==> src/rtl/fpu_mul_norm_shift_if.sv <==
// Handshake and data bundle between the product/LOPD stage (master) and the
// post-multiply normalizer (slave), plus the normalizer's result channel.
interface fpu_mul_norm_shift_if #(
    parameter int EXP_W = 8
);
    logic             i_valid;
    logic             o_ready;
    logic [15:0]      i_mant;
    logic [EXP_W-1:0] i_exp;
    logic [3:0]       i_lzc;
    logic             i_zero_flag;
    logic             o_valid;
    logic             i_ready;
    logic [15:0]      o_mant;
    logic [EXP_W-1:0] o_exp;
    logic             o_zero;
    logic             o_underflow;

    modport slave (
        input  i_valid, i_mant, i_exp, i_lzc, i_zero_flag, i_ready,
        output o_ready, o_valid, o_mant, o_exp, o_zero, o_underflow
    );

    modport master (
        output i_valid, i_mant, i_exp, i_lzc, i_zero_flag, i_ready,
        input  o_ready, o_valid, o_mant, o_exp, o_zero, o_underflow
    );
endinterface

==> src/rtl/fpu_mul_norm_shift.sv <==
// Two-stage post-multiply normalizer: coarse nibble shift plus exponent
// subtract in stage A, fine shift and zero/underflow selection in stage B.
module fpu_mul_norm_shift #(
    parameter int EXP_W = 8
) (
    input  logic                  i_clk,
    input  logic                  i_rst,
    fpu_mul_norm_shift_if.slave   bus
);
    logic             v_a_q;
    logic             v_b_q;
    logic             en_a;
    logic             en_b;

    logic [15:0]      mant_a_d;
    logic [15:0]      mant_a_q;
    logic [EXP_W:0]   diff_a_d;
    logic [EXP_W:0]   diff_a_q;
    logic [1:0]       fine_a_q;
    logic             zero_a_q;

    logic [15:0]      mant_d;
    logic [15:0]      mant_q;
    logic [EXP_W-1:0] exp_d;
    logic [EXP_W-1:0] exp_q;
    logic             zero_d;
    logic             zero_q;
    logic             uf_d;
    logic             uf_q;

    logic [15:0]      coarse_opt [4];
    logic [15:0]      fine_opt   [4];

    // Each stage moves only when the stage after it can take its contents.
    assign en_b        = !v_b_q || bus.i_ready;
    assign en_a        = !v_a_q || en_b;
    assign bus.o_ready = en_a;

    generate
        for (genvar gi = 0; gi < 4; gi++) begin : g_shift
            assign coarse_opt[gi] = bus.i_mant << (4 * gi);
            assign fine_opt[gi]   = mant_a_q << gi;
        end
    endgenerate

    assign mant_a_d = coarse_opt[bus.i_lzc[3:2]];
    // Signed in EXP_W+1 bits so that exponent underflow shows up in the MSB.
    assign diff_a_d = {1'b0, bus.i_exp} - {{(EXP_W - 3){1'b0}}, bus.i_lzc};

    always_comb begin
        mant_d = fine_opt[fine_a_q];
        exp_d  = diff_a_q[EXP_W-1:0];
        zero_d = 1'b0;
        uf_d   = 1'b0;
        if (zero_a_q) begin
            mant_d = '0;
            exp_d  = '0;
            zero_d = 1'b1;
        end else if (diff_a_q[EXP_W] || (diff_a_q == '0)) begin
            mant_d = '0;
            exp_d  = '0;
            zero_d = 1'b1;
            uf_d   = 1'b1;
        end
    end

    always_ff @(posedge i_clk) begin
        if (i_rst) begin
            v_a_q <= 1'b0;
            v_b_q <= 1'b0;
        end else begin
            if (en_a) v_a_q <= bus.i_valid;
            if (en_b) v_b_q <= v_a_q;
        end
    end

    always_ff @(posedge i_clk) begin
        if (en_a && bus.i_valid) begin
            mant_a_q <= mant_a_d;
            diff_a_q <= diff_a_d;
            fine_a_q <= bus.i_lzc[1:0];
            zero_a_q <= bus.i_zero_flag;
        end
    end

    always_ff @(posedge i_clk) begin
        if (i_rst) begin
            mant_q <= '0;
            exp_q  <= '0;
            zero_q <= 1'b0;
            uf_q   <= 1'b0;
        end else if (en_b && v_a_q) begin
            mant_q <= mant_d;
            exp_q  <= exp_d;
            zero_q <= zero_d;
            uf_q   <= uf_d;
        end
    end

    assign bus.o_valid     = v_b_q;
    assign bus.o_mant      = mant_q;
    assign bus.o_exp       = exp_q;
    assign bus.o_zero      = zero_q;
    assign bus.o_underflow = uf_q;
endmodule

==> src/flat_wrapper.sv <==
// flat-port wrapper written by rule: the top's interface ports become plain ports
module fpu_mul_norm_shift_flat 
#(
    parameter int EXP_W = 8
)
  (i_clk, i_rst, bus_i_valid, bus_i_mant, bus_i_exp, bus_i_lzc, bus_i_zero_flag, bus_i_ready, bus_o_ready, bus_o_valid, bus_o_mant, bus_o_exp, bus_o_zero, bus_o_underflow);
  fpu_mul_norm_shift_if #(.EXP_W(EXP_W)) bus_i ();
  input  logic i_clk;
  input  logic i_rst;
  input wire logic [$bits(bus_i.i_valid)-1:0] bus_i_valid;
  input wire logic [$bits(bus_i.i_mant)-1:0] bus_i_mant;
  input wire logic [$bits(bus_i.i_exp)-1:0] bus_i_exp;
  input wire logic [$bits(bus_i.i_lzc)-1:0] bus_i_lzc;
  input wire logic [$bits(bus_i.i_zero_flag)-1:0] bus_i_zero_flag;
  input wire logic [$bits(bus_i.i_ready)-1:0] bus_i_ready;
  output wire logic [$bits(bus_i.o_ready)-1:0] bus_o_ready;
  output wire logic [$bits(bus_i.o_valid)-1:0] bus_o_valid;
  output wire logic [$bits(bus_i.o_mant)-1:0] bus_o_mant;
  output wire logic [$bits(bus_i.o_exp)-1:0] bus_o_exp;
  output wire logic [$bits(bus_i.o_zero)-1:0] bus_o_zero;
  output wire logic [$bits(bus_i.o_underflow)-1:0] bus_o_underflow;
  assign bus_i.i_valid = bus_i_valid;
  assign bus_i.i_mant = bus_i_mant;
  assign bus_i.i_exp = bus_i_exp;
  assign bus_i.i_lzc = bus_i_lzc;
  assign bus_i.i_zero_flag = bus_i_zero_flag;
  assign bus_i.i_ready = bus_i_ready;
  assign bus_o_ready = bus_i.o_ready;
  assign bus_o_valid = bus_i.o_valid;
  assign bus_o_mant = bus_i.o_mant;
  assign bus_o_exp = bus_i.o_exp;
  assign bus_o_zero = bus_i.o_zero;
  assign bus_o_underflow = bus_i.o_underflow;
  fpu_mul_norm_shift #(.EXP_W(EXP_W)) u_core (.i_clk(i_clk), .i_rst(i_rst), .bus(bus_i));
endmodule
==> config.mk <==
export PLATFORM = sky130hd
export DESIGN_NAME = fpu_mul_norm_shift_flat
export DESIGN_NICKNAME = d
export VERILOG_FILES = /design/src/rtl/fpu_mul_norm_shift_if.sv /design/src/rtl/fpu_mul_norm_shift.sv /design/src/flat_wrapper.sv
export SDC_FILE = /design/constraint.sdc
export NUM_CORES = 1
export LEC_CHECK = 0
export ABC_AREA = 1
export BUFFER_PORTS_ARGS = -buffer_cell sky130_fd_sc_hd__buf_2
export CAP_MARGIN = 25
export CORE_AREA = 5 5 91 93
export DETAILED_ROUTE_END_ITERATION = 16
export DIE_AREA = 0 0 96 98
export GPL_ROUTABILITY_DRIVEN = 1
export GPL_TIMING_DRIVEN = 0
export PLACE_DENSITY = 0.73
export SETUP_SLACK_MARGIN = 0.02
export SYNTH_ARGS = -nofsm -noshare
export SYNTH_HDL_FRONTEND = slang
export SYNTH_SLANG_ARGS = --single-unit
==> constraint.sdc <==
create_clock -name i_clk -period 1.6 [get_ports i_clk]
set_input_delay 0.32 -clock i_clk [delete_from_list [all_inputs] [get_ports i_clk]]
set_output_delay 0.32 -clock i_clk [all_outputs]
set_load 0.005 [all_outputs]
==> results of run 1 <==
state kept, by name, summed over array words and instances, names as in the netlist:
signal and flops:
u_core.bus.o_underflow 1, u_core.mant_a_q 16, u_core.bus.o_exp 8, u_core.v_a_q 1, u_core.bus.o_mant 16, u_core.zero_a_q 1
u_core.fine_a_q 2, u_core.bus.o_valid 1, u_core.bus.o_zero 1, u_core.diff_a_q 9
layer usage:
| layer | routed length, um | GRT usage, % | vias to the layer above | part of all wire (%) |
|---|---|---|---|---|
| met4 | 71 | 3.61 | 0 | 1.1 |
| met3 | 315 | 2.47 | 7 | 5.0 |
| met2 | 2930 | 21.8 | 59 | 47 |
| met1 | 2970 | 19.1 | 1121 | 47 |
| met5 | 0 | 0 | - | 0 |
| li1 | - | - | 1287 | - |
timing repair:
item / in CTS / in global routing
pin swaps: 0 / 1
hold buffers: 0 / 0
buffers inserted: 0 / 2
gates cloned: 1 / 0
resized for setup: 2 / 3
setup endpoints to repair: 28 / 30
where the power goes:
| group | leakage (nW) | switching, mW | internal [mW] |
|---|---|---|---|
| logic | 1.01 | 0.286 | 0.192 |
| registers | 0.504 | 0.0373 | 1.60 |
| clock network | 0.0784 | 0.445 | 0.782 |
| total | 1.60 | 0.769 | 2.57 |
path summary, 6_finish.rpt:
path                                             end                 start  cells past startpoint
worst min-delay path                 u_core.zero_a_q       bus_i_zero_flag                      1
worst min register to register  u_core.bus.o_mant[9]  u_core.bus.o_mant[9]                      2
worst max register to register    u_core.mant_a_q[8]          u_core.v_a_q                      4
worst max-delay path              u_core.diff_a_q[7]          bus_i_lzc[2]                      9
Yosys cell counts:
cell | instances | area, um2
sky130_fd_sc_hd__mux2i_1 | 2 | 20.0
sky130_fd_sc_hd__nor2_1 | 17 | 63.8
sky130_fd_sc_hd__nor2_4 | 1 | 11.3
sky130_fd_sc_hd__buf_2 | 9 | 45.0
sky130_fd_sc_hd__edfxtp_1 | 28 | 841
sky130_fd_sc_hd__nor3_1 | 3 | 15.0
sky130_fd_sc_hd__xor2_1 | 2 | 17.5
sky130_fd_sc_hd__nand2_1 | 96 | 360
sky130_fd_sc_hd__inv_2 | 3 | 11.3
sky130_fd_sc_hd__inv_1 | 31 | 116
sky130_fd_sc_hd__buf_4 | 3 | 22.5
sky130_fd_sc_hd__fa_1 | 1 | 20.0
sky130_fd_sc_hd__nor2_2 | 1 | 6.26
sky130_fd_sc_hd__a21oi_1 | 40 | 200
sky130_fd_sc_hd__nor2_8 | 1 | 20.0
sky130_fd_sc_hd__o21ai_1 | 2 | 10.0
sky130_fd_sc_hd__clkbuf_1 | 3 | 11.3
sky130_fd_sc_hd__o31ai_1 | 2 | 15.0
sky130_fd_sc_hd__xnor2_1 | 2 | 17.5
sky130_fd_sc_hd__nand2_4 | 1 | 11.3
sky130_fd_sc_hd__a22oi_1 | 3 | 22.5
sky130_fd_sc_hd__nand2_2 | 1 | 6.26
sky130_fd_sc_hd__o21ai_0 | 8 | 40.0
sky130_fd_sc_hd__buf_6 | 4 | 45.0
sky130_fd_sc_hd__nand3_1 | 52 | 260
sky130_fd_sc_hd__ha_1 | 4 | 50.1
sky130_fd_sc_hd__nand4_1 | 1 | 6.26
sky130_fd_sc_hd__dfxtp_1 | 28 | 561
metrics by stage:
stage | total power, mW | TNS, ns | instances | utilization (%)
after detailed placement | 2.12 | -5.84 | 510 | 43.8
after global placement | 2.11 | -4.60 | 510 | 43.8
after global routing | 3.49 | 0 | 521 | 46.8
after CTS | 3.34 | 0 | 519 | 46.1
final | 3.34 | 0 | 521 | 46.8
after floorplan | 1.97 | 0 | 349 | -
area by class of cell:
cell class / instances / share of cell area [%]
Buffer: 19 / 3.74
Clock buffer: 5 / 1.98
Clock inverter: 3 / 2.59
Inverter: 34 / 3.77
Multi-Input combinational cell: 240 / 34.2
Sequential cell: 56 / 40.2
Tap cell: 102 / 3.67
Timing Repair Buffer: 61 / 9.63
Timing Repair inverter: 1 / 0.216
logic make-up (layout without fill, tap and decap cells):
logic type      Yosys count  in the layout
compound gates           55             55
xor+xnor                  4              4
fa+ha+maj                 5              5
buf+inv                  53            123
flops                    56             56
mux                       2              2
simple gates            174            174
==> PnR_summary.wiki, run 1 <==
{| class="wikitable"
! Metric !! Value
|-
| Outcome || completed
|-
| Final clock skew || around 0.0068 ns
|-
| Share of the synthesized area in compound gates (AO/OA/AOI/OAI) || 10.2%
|-
| Core box area || 7450 um2
|-
| Slowest cell on crit path || sky130_fd_sc_hd__ha_4
|-
| # fillers || 737
|-
| Min Clock Period, post-route || 1.43 ns
|-
| Setup crit start kind || input pin
|-
| Overall track demand over capacity in global routing || approximately 14%
|-
| Kind of critical path || in2reg
|-
| Vias || around 2500
|-
| Max stage delay on crit path || 0.29 ns
|-
| Post-detailed-route count of antenna-violating nets || 0
|-
| Final std cell area, no fill || 3480 um2
|-
| Combinational family with the most area after synthesis || simple AND/OR/NAND/NOR gates
|-
| Arr. time, crit path || roughly 1.5 ns
|-
| Routability congestion estimate from global placement || 0.849
|-
| Synth Area in XOR/XNOR || 1.24%
|-
| FF-to-FF setup slack || 0.19 ns
|-
| Worst max-slew margin expressed relative to the limit || between 70 and 80%
|-
| Type of destination of the critical path || register
|-
| DRT Wirelength || 6.29 mm
|-
| Library cell appearing most often on the critical path || sky130_fd_sc_hd__nand2_1
|-
| Remaining global-route overflow || 0
|-
| DRC violation total after the first TritonRoute iteration || 89
|-
| Worst Slack Setup Final || around 0.17 ns
|-
| Highest attainable clock frequency || 0.697 GHz
|-
| Share of final-layout standard cells stronger than drive strength 1 || 23.4%
|-
| Number of CTS-inserted buffers || 5
|-
| Critical path peak fanout || 10
|-
| Hold slack final || 0.196 ns
|-
| CP Cell Sequence || buf_2 > inv_2 > buf_6 > ha_4 > nand2_1 > o21ai_1 > nand2_1 > nand4_1 > nand2_1
|-
| Unrepaired setup endpoints after global routing || no
|-
| Total of endpoints with negative setup slack in the final report || 0
|-
| Average detailed-routed wire length per instance || around 12 um
|-
| Layout net count || 456
|-
| CP Buf/Inv Count || 3
|-
| CP delay by family, top || buffers and inverters
|-
| Post-synth design cell area || 2830 um2
|-
| Worst setup timing slack at the placement stage || -0.280 ns
|-
| Total of warnings raised by yosys || 0
|-
| Die outline height || 98 um
|-
| H-tree depth || 2
|-
| Cell Rows || 32
|-
| Leak pwr || between 1.5 and 2 nW
|-
| Initial DRT Pass Iterations || 6
|-
| Post-synthesis sequential element count || 56
|-
| Synthesized netlist net count || 387
|-
| Initial antenna violation count || 0
|-
| Ratio of final minimum period to clock period || 89.7%
|-
| Hold Fails Final Rpt || 0
|-
| Number of vias per cell after detailed routing || 4.75
|-
| Sequential element share of the synthesized area || about half
|-
| Final-report max-slew violation count || 0
|-
| PwrDens || 959 nW/um2
|-
| Die area || 9410 um2
|-
| Starting Density || 38.0%
|-
| Path category of the worst min-delay check || in2reg
|-
| Fraction of the mapped netlist area in simple logic gates || 26.9%
|-
| I/O pins || 61
|-
| Number of buffers on the longest clock path || 2
|-
| Mapped Avg Cell Area || about 8.1 um2
|-
| Port bufs || 59
|-
| Via count of the first global-routing pass || roughly 2300
|-
| Cell variety after synth || 28
|-
| Die extent in x || ~96 um
|-
| VDD IR max || between 0.4 and 0.5 mV
|-
| Number of clock sinks || 56
|-
| P&R area growth vs syn || 23.2%
|-
| Worst Tran Pin Value || 0.425 ns
|-
| Synth Instances || 349
|-
| Global-route wire length before repair || 10.5 mm
|-
| TritonCTS clock tree || done
|-
| Clock transition time at the flip-flop clock pins of the worst setup and hold paths || 0.10 ns
|-
| Maximum number of pins on one net before global-route repair || 18
|-
| Root buffer cell || sky130_fd_sc_hd__clkbuf_8
|-
| Post-Synth Adder-Cell Area || between 2 and 2.5%
|-
| Residual DRC || 0
|-
| Required time reported for the critical path endpoint || 1.66 ns
|-
| Placed inst area || 3260 um2
|-
| HPWL Detailed || 4.86 mm
|-
| Number of max-cap violations || 0
|-
| Share of cell area taken by muxes after synthesis || 0.708%
|-
| Area of combinational cells with multiple inputs || 1190 um2
|-
| Most common library cell in the layout ignoring fill and taps || sky130_fd_sc_hd__nand2_1
|-
| Most used cells in the layout excluding fill and tap cells || 96 x sky130_fd_sc_hd__nand2_1, 67 x sky130_fd_sc_hd__buf_2, 52 x sky130_fd_sc_hd__nand3_1
|-
| Insertion delay to the later sink of the worst-skew pair || 0.31 ns
|-
| Antenna cells || 0
|-
| Seq. cell area || 1400 um2
|}
Power figures use the tool's default switching activity.
==> run 2: changes to the inputs <==
--- a/config.mk
+++ b/config.mk
@@ -13,7 +13,6 @@
 export DIE_AREA = 0 0 96 98
 export GPL_ROUTABILITY_DRIVEN = 1
 export GPL_TIMING_DRIVEN = 0
-export PLACE_DENSITY = 0.73
 export SETUP_SLACK_MARGIN = 0.02
 export SYNTH_ARGS = -nofsm -noshare
 export SYNTH_HDL_FRONTEND = slang
==> run 2 against run 1 <==
Critical path depth fell by 6. First-iteration DRC count rose by 57%. Clock power fell by 27%. Cell area fell by 2.6%. Final cell count fell by 0.38%. Critical path type is now reg2reg. Largest power group unchanged.
==> PnR_summary.wiki, run 2 (synthesized netlist as in run 1, its figures left out) <==
{| class="wikitable"
! Metric !! Value
|-
| Outcome || completed
|-
| Number of CTS-inserted buffers || 5 (unchanged)
|-
| Arr. time, crit path || 1.43 ns (-0.07 ns)
|-
| Kind of critical path || reg2reg
|-
| Initial DRT Pass Iterations || 4 (-2)
|-
| Hold slack final || 0.185 ns (-0.0112 ns)
|-
| Critical path peak fanout || 14 (+4)
|-
| P&R area growth vs syn || 20.0%
|-
| Ratio of final minimum period to clock period || 91.0% (+1.3 points)
|-
| Average detailed-routed wire length per instance || 11.9 um (-1.2%)
|-
| Worst hold path startpoint || bus_i_zero_flag
|-
| Number of max-cap violations || 0 (unchanged)
|-
| Share of final-layout standard cells stronger than drive strength 1 || 22.5% (-0.85 points)
|-
| Reg-to-reg critical path startpoint || u_core.v_a_q
|-
| Setup crit start || u_core.v_a_q
|-
| TritonCTS clock tree || done
|-
| Leak pwr || 1.55 nW (-2.6%)
|-
| DRC violation total after the first TritonRoute iteration || 140 (+57%)
|-
| Number of clock sinks || 56 (unchanged)
|-
| Residual DRC || 0 (unchanged)
|-
| Routability congestion estimate from global placement || 0.784 (-7.6%)
|-
| Total setup buffers inserted after CTS || 0 (unchanged)
|-
| Total power || 3.00 mW (-10%)
|-
| HPWL Detailed || 4.82 mm (-0.79%)
|-
| Final design utilization || 45.5% (-1.2 points)
|-
| I/O pins || 61 (unchanged)
|-
| Post-detailed-route count of antenna-violating nets || 0 (unchanged)
|-
| Global-route wire length before repair || 10.6 mm (+0.46%)
|-
| Worst Slack Setup Final || 0.144 ns (-0.0215 ns)
|-
| Root buffer cell || sky130_fd_sc_hd__clkbuf_8
|-
| Min Clock Period, post-route || 1.46 ns (+0.0215 ns)
|-
| Worst Tran Pin Value || 0.438 ns (+0.0135 ns)
|-
| Highest attainable clock frequency || 0.687 GHz (-1.5%)
|-
| Die outline height || 98 um (unchanged)
|-
| H-tree depth || 2 (unchanged)
|-
| Port bufs || 59 (unchanged)
|-
| PwrDens || 883 nW/um2 (-7.9%)
|-
| Die extent in x || 96 um (unchanged)
|-
| Layout net count || 454 (-0.44%)
|-
| Cell Rows || 32 (unchanged)
|-
| Remaining global-route overflow || 0 (unchanged)
|-
| # fillers || 786 (+6.6%)
|-
| Die area || 9410 um2 (unchanged)
|-
| Number of buffers on the longest clock path || 2 (unchanged)
|-
| Insertion delay to the later sink of the worst-skew pair || 0.31 ns (about the same)
|-
| Total of endpoints with negative setup slack in the final report || 0 (unchanged)
|-
| Worst max-slew margin expressed relative to the limit || 70.8% (-0.90 points)
|-
| Final-report max-slew violation count || 0 (unchanged)
|-
| DRT Wirelength || 6.19 mm (-1.5%)
|-
| Setup crit start kind || register
|-
| Starting Density || 38.0% (unchanged)
|-
| Most used cells in the layout excluding fill and tap cells || 96 x sky130_fd_sc_hd__nand2_1, 66 x sky130_fd_sc_hd__buf_2, 52 x sky130_fd_sc_hd__nand3_1
|-
| Clock transition time at the flip-flop clock pins of the worst setup and hold paths || 0.09 ns (about the same)
|-
| Hold Fails Final Rpt || 0 (unchanged)
|-
| Overall track demand over capacity in global routing || 13.9% (+0.24 points)
|-
| Initial antenna violation count || 0 (unchanged)
|-
| Unrepaired setup endpoints after global routing || no
|-
| Via count of the first global-routing pass || 2304 (-0.69%)
|-
| Antenna cells || 0 (unchanged)
|-
| Maximum number of pins on one net before global-route repair || 17 (-1)
|-
| Vias || 2410 (-2.6%)
|-
| Final clock skew || 0.00866 ns (+0.00187 ns)
|-
| Path category of the worst min-delay check || in2reg
|-
| VDD IR max || 0.358 mV (-16%)
|-
| Core box area || 7450 um2 (unchanged)
|-
| Most common library cell in the layout ignoring fill and taps || sky130_fd_sc_hd__nand2_1
|-
| Type of destination of the critical path || register
|-
| Number of vias per cell after detailed routing || 4.64 (-2.2%)
|-
| Worst setup timing slack at the placement stage || -0.276 ns (+0.00438 ns)
|-
| Required time reported for the critical path endpoint || 1.57 ns (-0.09 ns)
|}
run 2: layout make-up:
type                    count  area (um2)  area share, %
clock buffers               6        72.6           2.14
plain buffers              19         130           3.84
repair buffers             59         298           8.78
flip-flops and latches     56        1400           41.3
inverters                  34         134           3.95
clock inverters             2        35.0           1.03
multi-input cells         240        1190           35.0
well taps                 102         128           3.76
repair inverters            1        7.51          0.221
run 2: per-stage QoR:
stage / area, um2 / TNS [ns] / instances
2_1_floorplan: 2840 / 0 / 349
6_report: 3390 / 0 / 519
3_3_place_gp: 3260 / -5.68 / 510
3_5_place_dp: 3260 / -5.63 / 510
5_1_grt: 3390 / 0 / 519
4_1_cts: 3380 / 0 / 519
run 2: final timing paths:
check	cells past startpoint	slack [ns]	end
hold reg to reg	2	0.47	u_core.bus.o_mant[0]
hold / removal	1	0.18	u_core.zero_a_q
setup reg to reg	3	0.14	u_core.mant_a_q[8]
setup / recovery	3	0.14	u_core.mant_a_q[8]
run 2: worst max-delay path, cell delays in order (launching register included):
cell and delay (ns):
sky130_fd_sc_hd__dfxtp_1 0.38, sky130_fd_sc_hd__nand3_1 0.13, sky130_fd_sc_hd__nand2_1 0.24, sky130_fd_sc_hd__clkinvlp_4 0.36
run 2: per-layer routing:
metal | global-route usage (%) | vias to the layer above | routed length [um] | share of wire (%)
li1 | - | 1287 | - | -
met1 | 19.4 | 1057 | 3000 | 49
met2 | 21.8 | 61 | 2720 | 44
met3 | 2.77 | 5 | 392 | 6.3
met4 | 4.05 | 0 | 76 | 1.2
met5 | 0 | - | 0 | 0
run 2: where the power goes:
group	internal [mW]	switching, mW	leakage [nW]
combinational	0.181	0.280	0.995
sequential	1.60	0.0373	0.504
clock	0.465	0.437	0.0552
total	2.24	0.754	1.55
run 2: what timing repair did:
item / 4_1_cts / 5_1_grt
endpoints found under the hold margin: 0 / 0
gates resized for setup: 2 / 4
hold buffers: 0 / 0
pin swaps: 0 / 1
setup endpoints to repair: 28 / 2
gates cloned: 1 / 0
